[config.mk]
export PLATFORM = sky130hd
export DESIGN_NAME = module_display_mux_n
export DESIGN_NICKNAME = d
export VERILOG_FILES = /design/src/rtl/display_pkg.sv /design/src/rtl/module_seg_decoder.sv /design/src/rtl/module_display_mux_n.sv
export SDC_FILE = /design/constraint.sdc
export NUM_CORES = 1
export LEC_CHECK = 0
export CORE_ASPECT_RATIO = 1.25
export CORE_MARGIN = 1
export CORE_UTILIZATION = 57
export CTS_BUF_LIST = sky130_fd_sc_hd__clkbuf_8
export DETAILED_ROUTE_END_ITERATION = 16
export PLACE_DENSITY = 0.82
export SLEW_MARGIN = 20
export SYNTH_ARGS = -nofsm -noshare
export SYNTH_HDL_FRONTEND = slang
export SYNTH_HIERARCHICAL = 1
export SYNTH_SLANG_ARGS = --single-unit
[constraint.sdc]
create_clock -name clk_i -period 3.1 [get_ports clk_i]
set_clock_uncertainty 0.05 [all_clocks]
set_input_delay 0.93 -clock clk_i [delete_from_list [all_inputs] [get_ports clk_i]]
set_output_delay 0.93 -clock clk_i [all_outputs]
set_load 0.01 [all_outputs]
[src/rtl/display_pkg.sv]
// display_pkg: segment constants, nibble decode and scan-timing helpers for the display mux
package display_pkg;
  localparam logic [6:0] SEG_0 = 7'b0111111;
  localparam logic [6:0] SEG_1 = 7'b0000110;
  localparam logic [6:0] SEG_2 = 7'b1011011;
  localparam logic [6:0] SEG_3 = 7'b1001111;
  localparam logic [6:0] SEG_4 = 7'b1100110;
  localparam logic [6:0] SEG_5 = 7'b1101101;
  localparam logic [6:0] SEG_6 = 7'b1111101;
  localparam logic [6:0] SEG_7 = 7'b0000111;
  localparam logic [6:0] SEG_8 = 7'b1111111;
  localparam logic [6:0] SEG_9 = 7'b1101111;
  localparam logic [6:0] SEG_A = 7'b1110111;
  localparam logic [6:0] SEG_B = 7'b1111100;
  localparam logic [6:0] SEG_C = 7'b0111001;
  localparam logic [6:0] SEG_D = 7'b1011110;
  localparam logic [6:0] SEG_E = 7'b1111001;
  localparam logic [6:0] SEG_F = 7'b1110001;
  localparam logic [6:0] SEG_DASH = 7'b1000000;
  localparam logic [6:0] SEG_BLANK = 7'b0000000;
  localparam logic [6:0] SEG_TABLE [16] = '{SEG_0, SEG_1, SEG_2, SEG_3, SEG_4, SEG_5, SEG_6, SEG_7,
                                             SEG_8, SEG_9, SEG_A, SEG_B, SEG_C, SEG_D, SEG_E, SEG_F};
  function automatic logic [6:0] seg_decode(input logic [3:0] nibble, input logic hex_mode);
    return (!hex_mode && nibble > 4'd9) ? SEG_DASH : SEG_TABLE[nibble];
  endfunction
  function automatic int sub_max(input int refresh, input int bright_w);
    return (refresh >> bright_w) - 1;
  endfunction
  function automatic int phase_max(input int bright_w);
    return (1 << bright_w) - 1;
  endfunction
endpackage

[src/rtl/module_seg_decoder.sv]
// module_seg_decoder: nibble to active-high {g..a} segments, hex or decimal-with-dash
module module_seg_decoder
  import display_pkg::*;
(
  input  logic [3:0] nibble,
  input  logic       hex_mode,
  output logic [6:0] seg
);
  assign seg = seg_decode(nibble, hex_mode);
endmodule

[src/rtl/module_display_mux_n.sv]
// module_display_mux_n: double-buffered N-digit multiplexed 7-segment driver with PWM brightness
module module_display_mux_n
  import display_pkg::*;
#(
  parameter int N_DIGITS        = 4,
  parameter int DISPLAY_REFRESH = 27000,
  parameter int BRIGHT_W        = 3,
  parameter bit ANODE_ACT_LOW   = 1'b1,
  parameter bit SEG_ACT_LOW     = 1'b1
) (
  input  logic                  clk_i,
  input  logic                  rst_i,
  input  logic [4*N_DIGITS-1:0] value_i,
  input  logic [N_DIGITS-1:0]   dp_i,
  input  logic                  load_i,
  input  logic                  hex_mode_i,
  input  logic                  blank_lz_i,
  input  logic [BRIGHT_W-1:0]   brightness_i,
  output logic [N_DIGITS-1:0]   anodo_o,
  output logic [6:0]            catodo_o,
  output logic                  dp_o
);
  localparam int SW = $clog2((DISPLAY_REFRESH >> BRIGHT_W) + 1);
  localparam int IW = $clog2(N_DIGITS);
  localparam logic [SW-1:0] SUB_MAX = SW'(sub_max(DISPLAY_REFRESH, BRIGHT_W));
  localparam logic [BRIGHT_W-1:0] PHASE_MAX = BRIGHT_W'(phase_max(BRIGHT_W));
  localparam logic [IW-1:0] IDX_MAX = IW'(N_DIGITS - 1);
  logic [SW-1:0] sub_cnt;
  logic [BRIGHT_W-1:0] phase, bright;
  logic [IW-1:0] idx;
  logic [4*N_DIGITS-1:0] shadow_val, active_val;
  logic [N_DIGITS-1:0] shadow_dp, active_dp, onehot;
  logic sub_end, slot_end, blank, lit;
  logic [3:0] nib;
  logic [6:0] seg_raw, seg;
  assign sub_end = sub_cnt == SUB_MAX;
  assign slot_end = sub_end && phase == PHASE_MAX;
  assign nib = active_val[{idx, 2'b00} +: 4];
  assign blank = blank_lz_i && idx != '0 && (active_val >> {idx, 2'b00}) == '0;
  assign seg = blank ? SEG_BLANK : seg_raw;
  assign onehot = N_DIGITS'(1) << idx;
  assign lit = phase <= bright;
  module_seg_decoder u_dec (
    .nibble   (nib),
    .hex_mode (hex_mode_i),
    .seg      (seg_raw)
  );
  always_ff @(posedge clk_i) begin
    if (rst_i) begin
      sub_cnt    <= '0;
      phase      <= '0;
      idx        <= '0;
      bright     <= '1;
      shadow_val <= '0;
      shadow_dp  <= '0;
      active_val <= '0;
      active_dp  <= '0;
      anodo_o    <= {N_DIGITS{ANODE_ACT_LOW}};
      catodo_o   <= {7{SEG_ACT_LOW}};
      dp_o       <= SEG_ACT_LOW;
    end else begin
      sub_cnt <= sub_end ? '0 : sub_cnt + 1'b1;
      if (sub_end) phase <= phase == PHASE_MAX ? '0 : phase + 1'b1;
      if (load_i) begin
        shadow_val <= value_i;
        shadow_dp  <= dp_i;
      end
      if (slot_end) begin
        idx        <= idx == IDX_MAX ? '0 : idx + 1'b1;
        bright     <= brightness_i;
        active_val <= load_i ? value_i : shadow_val;
        active_dp  <= load_i ? dp_i : shadow_dp;
      end
      anodo_o  <= (lit ? onehot : '0) ^ {N_DIGITS{ANODE_ACT_LOW}};
      catodo_o <= seg ^ {7{SEG_ACT_LOW}};
      dp_o     <= active_dp[idx] ^ SEG_ACT_LOW;
    end
  end
endmodule
# --- Yosys cells after proc, flatten, opt, wreduce, memory -nomap -nowiden ---
# Memory sizes are Yosys's and may differ from the RTL's.
# Cells that the tools add are included.
op_classes:
  order_cmp: 4
  n_addsub: 3
  n_reduce_logical: 8
  n_shift: 3
  n_eq_ne: 3
  mux: 11
  n_bitwise: 4
op_table:
  columns: ["op", "n"]
  rows:
  - ["$mux W7", 4]
  - ["$logic_not A16 Y1", 1]
  - ["$mux W16", 1]
  - ["$shiftx A16 B5 Y4", 1]
  - ["$shr A16 B4 Y16", 1]
  - ["$add A12 B1 Y12 const B", 1]
  - ["$eq A12 B12 Y1 const B", 1]
  - ["$mux W4", 2]
  - ["$not A7 Y7", 1]
  - ["$ge A5 B5 Y1 const B", 1]
  - ["$not A4 Y5", 1]
  - ["$gt A4 B4 Y1 const B", 1]
  - ["$logic_and A1 B1 Y1", 4]
  - ["$not A4 Y4", 1]
  - ["$shl A1 B2 Y4 const A", 1]
  - ["$add A3 B1 Y3 const B", 1]
  - ["$eq A3 B3 Y1 const B", 1]
  - ["$le A3 B3 Y1", 1]
  - ["$lt A2 B3 Y1 const B", 1]
  - ["$mux W3", 1]
  - ["$add A2 B1 Y2 const B", 1]
  - ["$bmux W1 S2", 1]
  - ["$eq A2 B2 Y1 const B", 1]
  - ["$mux W2", 1]
  - ["5 further kinds", 5]
word_totals:
  n_memories: 1
  out_inout_bits: 12
  rom_bits: 112
  inputBits: 28
  word_cells: 48
  ff_bits: 72
memory_table:
  columns: ["memory", "words", "width", "rd", "rd_clocked_by_memory_dff", "wr", "line", "source"]
  rows:
  - ["(no name shown)", 16, 7, 1, 0, 0, "display_pkg.sv:24", "return (!hex_mode && nibble > 4'd9) ? SEG_DASH : SEG_TABLE[nibble];"]

# --- Depth between registers and ports, before layout ---
depth:
  ltp_word: 8
  mapped_depth: 9
  mapped_depth_nobuf: 7

# --- Hierarchy ---
# The synthesis kept the hierarchy.
modules_own_cells:
  columns: ["mod", "cells_each", "instances", "area_per_inst_um2"]
  rows:
  - ["module_display_mux_n", 256, 1, 2770.2]
  - ["module_seg_decoder", 41, 1, 327.8]

# --- Least setup slack after synthesis ---
# No wires, ideal clock.
synth_path:
  kind: "reg-to-reg"
  from: "register idx[0]"
  to: "register catodo_o[1]"
  synth_period_minus_slack_ps: 2189
  arrival_time_ps: 2013
  slack_ps: 911
  path_buffers: 2
  setup_time_ps: 126
  path_stages_with_launch: 7
  cell_sequence: "dfxtp_1 -> clkbuf_1 -> mux4_1 -> buf_6 -> mux2_4 -> a211oi_2 -> nand3_1"
synth_between:
  elab_chain_len: 8
  elab_cells_between_ends: 15
  cone_classes: "order compare: 1; shift: 2; mux: 4; bitwise: 2; reduce/logical: 5; memory: 1"
synth_rtl:
  columns: ["element", "line", "source"]
  rows:
  - ["from (decl)", "module_display_mux_n.sv:30", "logic [IW-1:0] idx;"]
  - ["from (signal assigned)", "module_display_mux_n.sv:69", "idx <= idx == IDX_MAX ? '0 : idx + 1'b1;"]
  - ["$shiftx A16 B5 Y4 (*)", "module_display_mux_n.sv:38", "assign nib = active_val[{idx, 2'b00} +: 4];"]
  - ["net nib[3]", "module_display_mux_n.sv:34", "logic [3:0] nib;"]
  - ["$not A4 Y5 (implied by the code)", "display_pkg.sv:24", null]
  - ["$mem_v2 Z16 W7", null, null]
  - ["$mux W7 (implied by the code) (2 in series)", "display_pkg.sv:24", null]
  - ["$mux W7 (*)", "display_pkg.sv:24", null]
  - ["net seg_raw[1]", "module_display_mux_n.sv:35", "logic [6:0] seg_raw, seg;"]
  - ["$mux W7 (*)", "module_display_mux_n.sv:40", "assign seg = blank ? SEG_BLANK : seg_raw;"]
  - ["$not A7 Y7 (no line) (*)", null, null]
  - ["to (signal assigned)", "module_display_mux_n.sv:59", "catodo_o <= {7{SEG_ACT_LOW}};"]
  - ["to (signal assigned)", "module_display_mux_n.sv:75", "catodo_o <= seg ^ {7{SEG_ACT_LOW}};"]
  - ["to (decl)", "module_display_mux_n.sv:20", "output logic [6:0] catodo_o,"]
# The timed path passes the listed nets; every way through them passes the cells marked *. The select of a mux whose other input is x is not followed.
# A chain may end at the register's enable or synchronous reset.

# --- Worst setup path in the final report ---
layout_path:
  from: "register idx[0]"
  to: "register catodo_o[2]"
# The elaborated chain is that of the path after synthesis.

==> results.toml <==
[outcome]
result_of_the_run = "complete, no violations"

[critical_path]
worst_setup_path_startpoint = "idx[0]"
crit_type = "reg -> reg"
reg2regPathDepth = 7
worstPathBufferInverterCount = 1
worst-endpoint-required_ns = 3.27
endpoint_of_the_lowest_slack_register_to_register_path = "catodo_o[2]"
crit_fanout = 13
cp_endpoint = "catodo_o[2]"
timing.critical_path.max_delay_family = "multiplexers"
critPathLaunchType = "register"
timing.critical_path.to_type = "register"
critical_path_depth = 7
crit_path_top_delay_cell = "sky130_fd_sc_hd__mux4_1"
timing.critical_path.cells = "mux4_1 > inv_1 > ha_1 > o21bai_1 > and3b_1 > a221oi_2 > nand3_1"
worst_ep_arrival_time_ns = 2.80
timing.rr.start = "idx[0]"
r2r_setup_slack_ns = 0.47
cp_slowest_stage_delay_ns = 0.75

[clocking]
cts.sink_count = 72
clock_insertion_delay_worst_skew_ns = 0.34
clockBufferDepth = 2
cts_hold_repair.buffers = 0
cts_root_buf = "sky130_fd_sc_hd__clkbuf_8"
clk_pin_slew_ns = 0.07
post_cts_resized = 0
cts_inserted_buffers = 9
post-cts-setup-buffer-count = 0
htree_levels = 3
cts_tree = "built"

[synthesis]
synth_enable_flop_cells = 0
postSynthNetCount = 342
synth_seq_area_share = 0.465
post_syn_instances = 297
synth.top_cell.area_share = 0.465
yosys-top-cells-count = "sky130_fd_sc_hd__dfxtp_1, sky130_fd_sc_hd__nor2_1, sky130_fd_sc_hd__mux2i_1"
number_of_different_library_cells_in_the_post_synthesis_netlist = 42
yosys.cell_count.top_type = "sky130_fd_sc_hd__dfxtp_1"
synth.top_cells.by_area = "sky130_fd_sc_hd__dfxtp_1, sky130_fd_sc_hd__mux2i_1, sky130_fd_sc_hd__ha_1"
biggest_area_consumer_among_synthesized_cells = "sky130_fd_sc_hd__dfxtp_1"
yosysWarningCount = 6
postSynth.topFlopCell = "sky130_fd_sc_hd__dfxtp_1"
postSynthAreaPerCell_um2 = 10.4
postSynthRegisterBits = 72
synth.cell_area_um2 = 3100
postSynth.asyncResetShare = 0

[place]
detailed_place_hpwl_mm = 4.04
gpl.final_weighted_congestion = 0.801
buffer_ports.inserted = 39
post_dp_cell_area_um2 = 3500

[detailed_routing]
totalWireLength_mm = 5.84
routed_antenna_nets = 0
route.detailed.vias_per_inst = 5.66
wl_per_cell_um = 14.6
route.vias.total = 2259
detail_route.first_pass.iterations = 4
first_iter_violations = 132
drcViolationCount = 0

[global_route]
grt_max_degree = 29
antenna_found_initial = 0
global_route.usage.total = 0.227
first_global_vias = 2170
overflow = 0
first_pass_grt_wire_length_mm = 9.80

[final_layout]
layout_stage_area_growth_over_the_synthesis_result_pct = 19.0
seqCellArea_um2 = 1440
antenna-diode-count = 0
final_core_util = 0.716
layout-drive-gt1-share = 0.0682
design_area_um2 = 3690
multi_input_area_um2 = 1530
nFillCells = 402
design.final.nets = 378

[timing]
maxSlewViolCount = 0
tns_ns = 0
shortest_clock_period_the_worst_path_allows_after_layout_ns = 2.63
maxSlewHeadroom = 0.483
rsz0062_at_grt = "no"
finalHoldWorstSlack_ns = 0.438
layout_worst_path_cycle_share = 0.848
setup_viol_count_final = 0
worst_slew_pin_slew_ns = 0.774
timing.final.hold_violations = 0
max_clock_freq_mhz = 381

[pwr]
intPower_mw = 1.39
switchingPower_mw = 0.385
power_frac_clock = 0.399
sum_of_internal_switching_and_leakage_power_mw = 1.78
combinational_group_share_of_total_power = 0.062
p_sw_frac = 0.217
p_leak_nw = 1.63
power_density_nw_per_um2 = 482
vdd_drop_max_v = 0.000477
seq_power_share = 0.539

[flow_run]
max_cap_viol_count = 0

[floorplanning]
die_area_um2 = 5740
die_height_um = 84.4
dieWidth_um = 67.9
start_util = 0.601
floorplan.core_area_um2 = 5150
io-pin-count = 40
row_cnt = 29

[hold_path]
holdCritPathClass = "reg -> reg"
## state kept, by name (all words and copies together), names as in the netlist
name and count:
active_val 16, shadow_val 16, sub_cnt 12, catodo_o 7, active_dp 4, anodo_o 4, shadow_dp 4, bright 3
phase 3, idx 2, dp_o 1
## metal layers
metal | vias up | part of all wire | GRT usage | wire, um
li1 | 1132 | - | - | -
met3 | 10 | 0.033 | 0.0516 | 194
met1 | 1072 | 0.45 | 0.285 | 2600
met5 | - | 0 | 0 | 0
met2 | 45 | 0.50 | 0.364 | 2940
met4 | 0 | 0.019 | 0.0966 | 109
## stage by stage
stage / instances / setup slack (ns)
after floorplan: 297 / 0.911
after global placement: 384 / 0.443
after detailed placement: 384 / 0.484
after CTS: 399 / 0.466
after global routing: 399 / 0.308
final: 399 / 0.472
## cell type report
class | instances | area share
multi-input combinational | 198 | 0.414
sequential | 72 | 0.391
timing repair buffer | 43 | 0.114
clock buffer | 10 | 0.0373
tap | 62 | 0.0210
clock inverter | 5 | 0.0136
inverter | 9 | 0.00916
## power groups by stage
stage / clock network [mW] / logic (mW) / registers [mW]
6_report: 0.710 / 0.111 / 0.958
2_1_floorplan: 0 / 0.0524 / 0.979
3_5_place_dp: 0 / 0.111 / 0.979
4_1_cts: 0.721 / 0.112 / 0.958
3_3_place_gp: 0 / 0.109 / 0.978
5_1_grt: 0.758 / 0.121 / 0.960
## worst min path at each step
stage,slack (ns),start,endpoint,depth (start not counted)
2_1_floorplan,0.40,bright[0],bright[0],2
6_report,0.44,sub_cnt[0],sub_cnt[0],1
5_1_grt,0.46,active_dp[1],active_dp[1],1
3_3_place_gp,0.41,active_dp[2],active_dp[2],1
4_1_cts,0.43,active_dp[1],active_dp[1],1
3_5_place_dp,0.42,active_dp[1],active_dp[1],1
## placed cells by master (no fill, tap or decap), drive strengths merged, types with 2 or more instances in the layout
cell and instances:
clkdlybuf4s50 39, nor4 3, xnor2 5, a21boi 2, a21oi 2, o22a 20
dfxtp 72, and4 2, mux4 5, nand4 4, buf 4, nor4bb 2
nor2 42, o211ai 6, inv 11, nor3 6, nor2b 3, xor2 6
nand3 17, o21a 2, ha 17, nand2 10, mux2i 25, clkbuf 10
and3 4, o21bai 2
## cells by family after synthesis
kind of cell             share of synthesized area
multiplexers                                 0.127
buffers and inverters                       0.0428
flip-flops                                   0.465
AO/OA/AOI/OAI                                0.111
XOR/XNOR                                    0.0311
adder cells (fa/ha/maj)                     0.0687
AND/OR/NAND/NOR                              0.154
Power figures use the tool's default switching activity.
